===== src/rtl/gate_pipe.sv =====
// Bitwise-logic pipeline with a one-deep registered output stage and an
// XOR-accumulate sequence mode (op 7), plus a saturating accepted-beat counter.
module gate_pipe #(
    parameter int unsigned WIDTH = 8,
    parameter int unsigned CNT_W = 16
) (
    input  logic             i_clk,
    input  logic             i_rst_n,
    input  logic             i_valid,
    output logic             o_ready,
    input  logic [WIDTH-1:0] i_a,
    input  logic [WIDTH-1:0] i_b,
    input  logic [2:0]       i_op,
    input  logic             i_last,
    output logic             o_valid,
    input  logic             i_ready,
    output logic [WIDTH-1:0] o_c,
    output logic             o_zero,
    output logic [2:0]       o_op,
    output logic [CNT_W-1:0] o_count,
    output logic             o_err
);

    localparam logic [2:0] OP_AND  = 3'd0;
    localparam logic [2:0] OP_OR   = 3'd1;
    localparam logic [2:0] OP_NOR  = 3'd2;
    localparam logic [2:0] OP_XOR  = 3'd3;
    localparam logic [2:0] OP_NAND = 3'd4;
    localparam logic [2:0] OP_XNOR = 3'd5;
    localparam logic [2:0] OP_NOT  = 3'd6;
    localparam logic [2:0] OP_ACC  = 3'd7;

    typedef enum logic {
        IDLE  = 1'b0,
        ACCUM = 1'b1
    } state_t;

    state_t           state_q, state_d;
    logic [WIDTH-1:0] acc_q, acc_d;
    logic [WIDTH-1:0] ab;
    logic [WIDTH-1:0] logic_res;
    logic [WIDTH-1:0] res;
    logic             in_xfer;
    logic             out_xfer;
    logic             emit;
    logic             err_d;
    logic             valid_d;

    // Output stage may be refilled in the same cycle it drains.
    assign o_ready  = !o_valid || i_ready;
    assign in_xfer  = i_valid && o_ready;
    assign out_xfer = o_valid && i_ready;

    always_ff @(posedge i_clk or negedge i_rst_n) begin
        if (!i_rst_n) begin
            state_q <= IDLE;
            acc_q   <= '0;
        end else begin
            state_q <= state_d;
            acc_q   <= acc_d;
        end
    end

    // Next-state, accumulator and result selection.
    always_comb begin
        state_d   = state_q;
        acc_d     = acc_q;
        emit      = 1'b0;
        res       = '0;
        err_d     = o_err;
        ab        = i_a & i_b;
        logic_res = '0;

        case (i_op)
            OP_AND:  logic_res = i_a & i_b;
            OP_OR:   logic_res = i_a | i_b;
            OP_NOR:  logic_res = ~(i_a | i_b);
            OP_XOR:  logic_res = i_a ^ i_b;
            OP_NAND: logic_res = ~(i_a & i_b);
            OP_XNOR: logic_res = ~(i_a ^ i_b);
            OP_NOT:  logic_res = ~i_a;
            default: logic_res = '0;
        endcase

        if (in_xfer) begin
            if (i_op == OP_ACC) begin
                if (state_q == IDLE) begin
                    if (i_last) begin
                        emit = 1'b1;
                        res  = ab;
                    end else begin
                        acc_d   = ab;
                        state_d = ACCUM;
                    end
                end else begin
                    if (i_last) begin
                        emit    = 1'b1;
                        res     = acc_q ^ ab;
                        acc_d   = '0;
                        state_d = IDLE;
                    end else begin
                        acc_d = acc_q ^ ab;
                    end
                end
            end else begin
                emit = 1'b1;
                res  = logic_res;
                // A plain op in the middle of a sequence aborts it.
                if (state_q == ACCUM) begin
                    err_d   = 1'b1;
                    acc_d   = '0;
                    state_d = IDLE;
                end
            end
        end

        if (emit) begin
            valid_d = 1'b1;
        end else if (out_xfer) begin
            valid_d = 1'b0;
        end else begin
            valid_d = o_valid;
        end
    end

    // Registered result stage, error flag and beat counter.
    always_ff @(posedge i_clk or negedge i_rst_n) begin
        if (!i_rst_n) begin
            o_valid <= 1'b0;
            o_c     <= '0;
            o_zero  <= 1'b1;
            o_op    <= 3'd0;
            o_count <= '0;
            o_err   <= 1'b0;
        end else begin
            o_valid <= valid_d;
            o_err   <= err_d;
            if (emit) begin
                o_c    <= res;
                o_zero <= (res == '0);
                o_op   <= i_op;
            end
            if (in_xfer && (o_count != '1)) begin
                o_count <= o_count + CNT_W'(1);
            end
        end
    end

endmodule

===== config.mk =====
export PLATFORM = sky130hd
export DESIGN_NAME = gate_pipe
export DESIGN_NICKNAME = d
export VERILOG_FILES = /design/src/rtl/gate_pipe.sv
export SDC_FILE = /design/constraint.sdc
export NUM_CORES = 1
export LEC_CHECK = 0
export BUFFER_PORTS_ARGS = -buffer_cell sky130_fd_sc_hd__buf_4
export CAP_MARGIN = 25
export CORE_MARGIN = 2
export CORE_UTILIZATION = 30
export CTS_BUF_LIST = sky130_fd_sc_hd__clkbuf_4 sky130_fd_sc_hd__clkbuf_8
export DETAILED_ROUTE_END_ITERATION = 7
export SLEW_MARGIN = 10
export SYNTH_ARGS = -nofsm -noshare
export SYNTH_HDL_FRONTEND = slang
export SYNTH_SLANG_ARGS = --single-unit

===== constraint.sdc =====
create_clock -name i_clk -period 1.8 [get_ports i_clk]
set_input_delay 0.09 -clock i_clk [delete_from_list [all_inputs] [get_ports i_clk]]
set_output_delay 0.09 -clock i_clk [all_outputs]
set_load 0.01 [all_outputs]

==> impl_metrics.tcl <==
set metrics [dict create \
    htreeDepth 2 \
    n_antenna_cell 0 \
    p_leak_nw 1.67 \
    clock_skew_ns 0.00828 \
    ant_nets 0 \
    io_buffers 54 \
    grt_overflow 0 \
    max-vdd-ir-drop_mv 0.332 \
    p_per_area_mw_per_mm2 795 \
    hpwl_um 5000 \
    die_area_mm2 0.00974 \
    clk_latency_ns 0.30 \
    antenna_found_initial 0 \
    fp.dieW_um 98.7 \
    mappedNetlistArea_mm2 0.00269 \
    synth_ff_type "dfrtp_1" \
    regArea_um2 977 \
    dieHeight_um 98.7 \
    vias_per_cell 4.86 \
    ys_types 52 \
    setup_viol 0 \
    layout.nets 415 \
    n_fill_cell 882 \
    endpoint_kind "register" \
    cp_max_fo 6 \
    first_iter_violations 62 \
    period_share 0.993 \
    synth_seq_cells 39 \
    core-area_mm2 0.00872 \
    drv_cap 0 \
    routed_wirelength_um 6640 \
    cts.sinks 39 \
    ioPinCount 55 \
    num_rows 34 \
    synth-async-reset-ratio 1.00 \
    syn_inst 302 \
    areaGrowthSynthToFinish_pct 30.5 \
    finalMaxSlewViolations 0 \
    path_class "reg2reg" \
    grt_pass1_wl_um 11200 \
    clk_pin_slew_ns 0.08 \
    via_count 2348 \
    arrival_ns 1.96 \
    gp_congestion 0.759 \
    wl_per_cell_um 13.7 \
    synth_enable_flop_cells 0 \
    total_power_w 0.00279 \
    cts_tree "built" \
    grt_pass1_vias 2286 \
    finalCriticalPeriod_ns 1.79 \
    avgSynthCellArea_um2 8.91 \
    yosys_warnings 0 \
    worst_ep_required_time_ns 1.97 \
    multi_input_area_mm2 0.00158 \
    whs_ns 0.201 \
    grt_max_degree 40 \
    start_util 0.308 \
    hold_class "in2reg" \
    hold_viol_final 0 \
    cts_buffers 5 \
    pre_cts_ws_ns -0.163 \
    mostFrequentLayoutCells "74 x buf_4, 44 x nand2_1, 38 x dfrtp_1, 22 x nor2_1, 21 x xnor2_1" \
    status "complete, no violations" \
    critPathLaunchType "register" \
    worstMarginPinSlew_ns 0.519 \
    cts_root_buf "clkbuf_8" \
    rsz0062_at_grt "yes" \
    final_common_cell "buf_4" \
    fmax_mhz 560 \
    layout-drive-gt1-share 0.277 \
    setup_slack_ns 0.0134 \
    synth_seq_area_share 0.363 \
    relSlewSlack 0.654 \
    route.detailed.drc 0 \
    grt_usage 0.141 \
    firstDrtPassIters 4 \
    clockBufferDepth 2 \
    syn_nets 343 \
]
-- where the power goes --
part,internal (W),switching [W],total (W)
logic,0.000529,0.000463,0.000992
clock network,0.000277,0.000345,0.000622
registers,0.00104,0.000134,0.00118
total,0.00185,0.000942,0.00279
-- layer usage --
layer / part of all wire / GRT usage / vias to the layer above
met4: 0.0075 / 0.0337 / 0
li1: - / - / 1171
met1: 0.47 / 0.191 / 1122
met2: 0.48 / 0.235 / 51
met3: 0.040 / 0.0248 / 4
met5: 0 / 0 / -
-- kinds of logic (layout without fill, tap and decap cells) --
logic type / Yosys count / count (layout) / synth area share
compound gates: 62 / 62 / 0.159
buf+inv: 37 / 110 / 0.0633
flops: 39 / 39 / 0.363
mux: 10 / 10 / 0.0437
xor+xnor: 31 / 31 / 0.101
fa+ha+maj: 17 / 17 / 0.0791
simple gates: 106 / 106 / 0.191
-- cell type report --
type	instances	share of cell area
Clock buffer	5	0.0196
Clock inverter	3	0.00677
Inverter	21	0.0228
Multi-Input combinational cell	226	0.451
Sequential cell	39	0.278
Tap cell	108	0.0385
Timing Repair Buffer	81	0.183
-- cell usage after synthesis, drive strengths merged, types with 2 or more instances --
library cell  number  area share
nor2              24       0.033
a221o              3       0.011
inv               20       0.028
or4                2      0.0056
ha                17       0.079
nand3              5      0.0093
o22a               2      0.0065
a21o               2      0.0056
nand2b             5       0.012
o21ai             25       0.047
mux2i              5       0.019
o31ai              2      0.0074
a22oi              2      0.0056
nor2b              4      0.0093
mux2               4       0.017
nand4              7       0.016
nor4               2       0.013
clkbuf             7       0.011
buf                9       0.022
a21oi              9       0.017
a211oi             3      0.0084
xnor2             22       0.072
nor3b              2      0.0056
nand2             44       0.061
or2                3      0.0070
dfrtp             38        0.35
a22o               4       0.013
xor2               9       0.029
a211o              3      0.0098
nor3               3      0.0056
-- final timing paths --
path                       cells after the start       start  slack (ns)           to
max                                            8  o_count[8]        0.01  o_count[11]
min                                            4     i_ready        0.20      o_valid
max reg2reg                                    8  o_count[8]        0.01  o_count[11]
min reg2reg                                    1    acc_q[1]        0.48     acc_q[1]
max in group asynchronous                      2     i_rst_n        1.13       o_zero
min in group asynchronous                      2     i_rst_n        0.31   o_count[2]
-- critical path: stages (launching register included) --
cell and delay, ns:
dfrtp_1 0.39, nand4_1 0.12, buf_6 0.15, nor4_4 0.38, a31oi_4 0.15, nand4_1 0.13
buf_6 0.16, nor3_2 0.05, xor2_1 0.14
-- metrics by stage --
| stage | setup TNS (ns) | utilization | std cells | instance area (um2) |
|---|---|---|---|---|
| after global placement | -0.146 | 0.380 | 469 | 3310 |
| after global routing | -0.492 | 0.403 | 483 | 3510 |
| final | 0 | 0.403 | 483 | 3510 |
| after CTS | 0 | 0.392 | 479 | 3420 |
| after detailed placement | -0.209 | 0.380 | 469 | 3310 |
| after floorplan | 0 | - | 302 | 2690 |
-- flip-flops by register name, indices dropped and copies added (netlist names) --
| register | flops |
|---|---|
| o_count | 16 |
| o_zero | 1 |
| state_q | 1 |
| o_err | 1 |
| o_op | 3 |
| o_c | 8 |
| o_valid | 1 |
| acc_q | 8 |
-- timing repair --
action,4_1_cts,5_1_grt
buffers inserted,1,4
pin swaps,1,4
setup endpoints to repair,2,10
hold buffers,1,0
endpoints found under the hold margin,38,0
resized for setup,0,14
No activity file was read; power rests on OpenSTA's default activity.
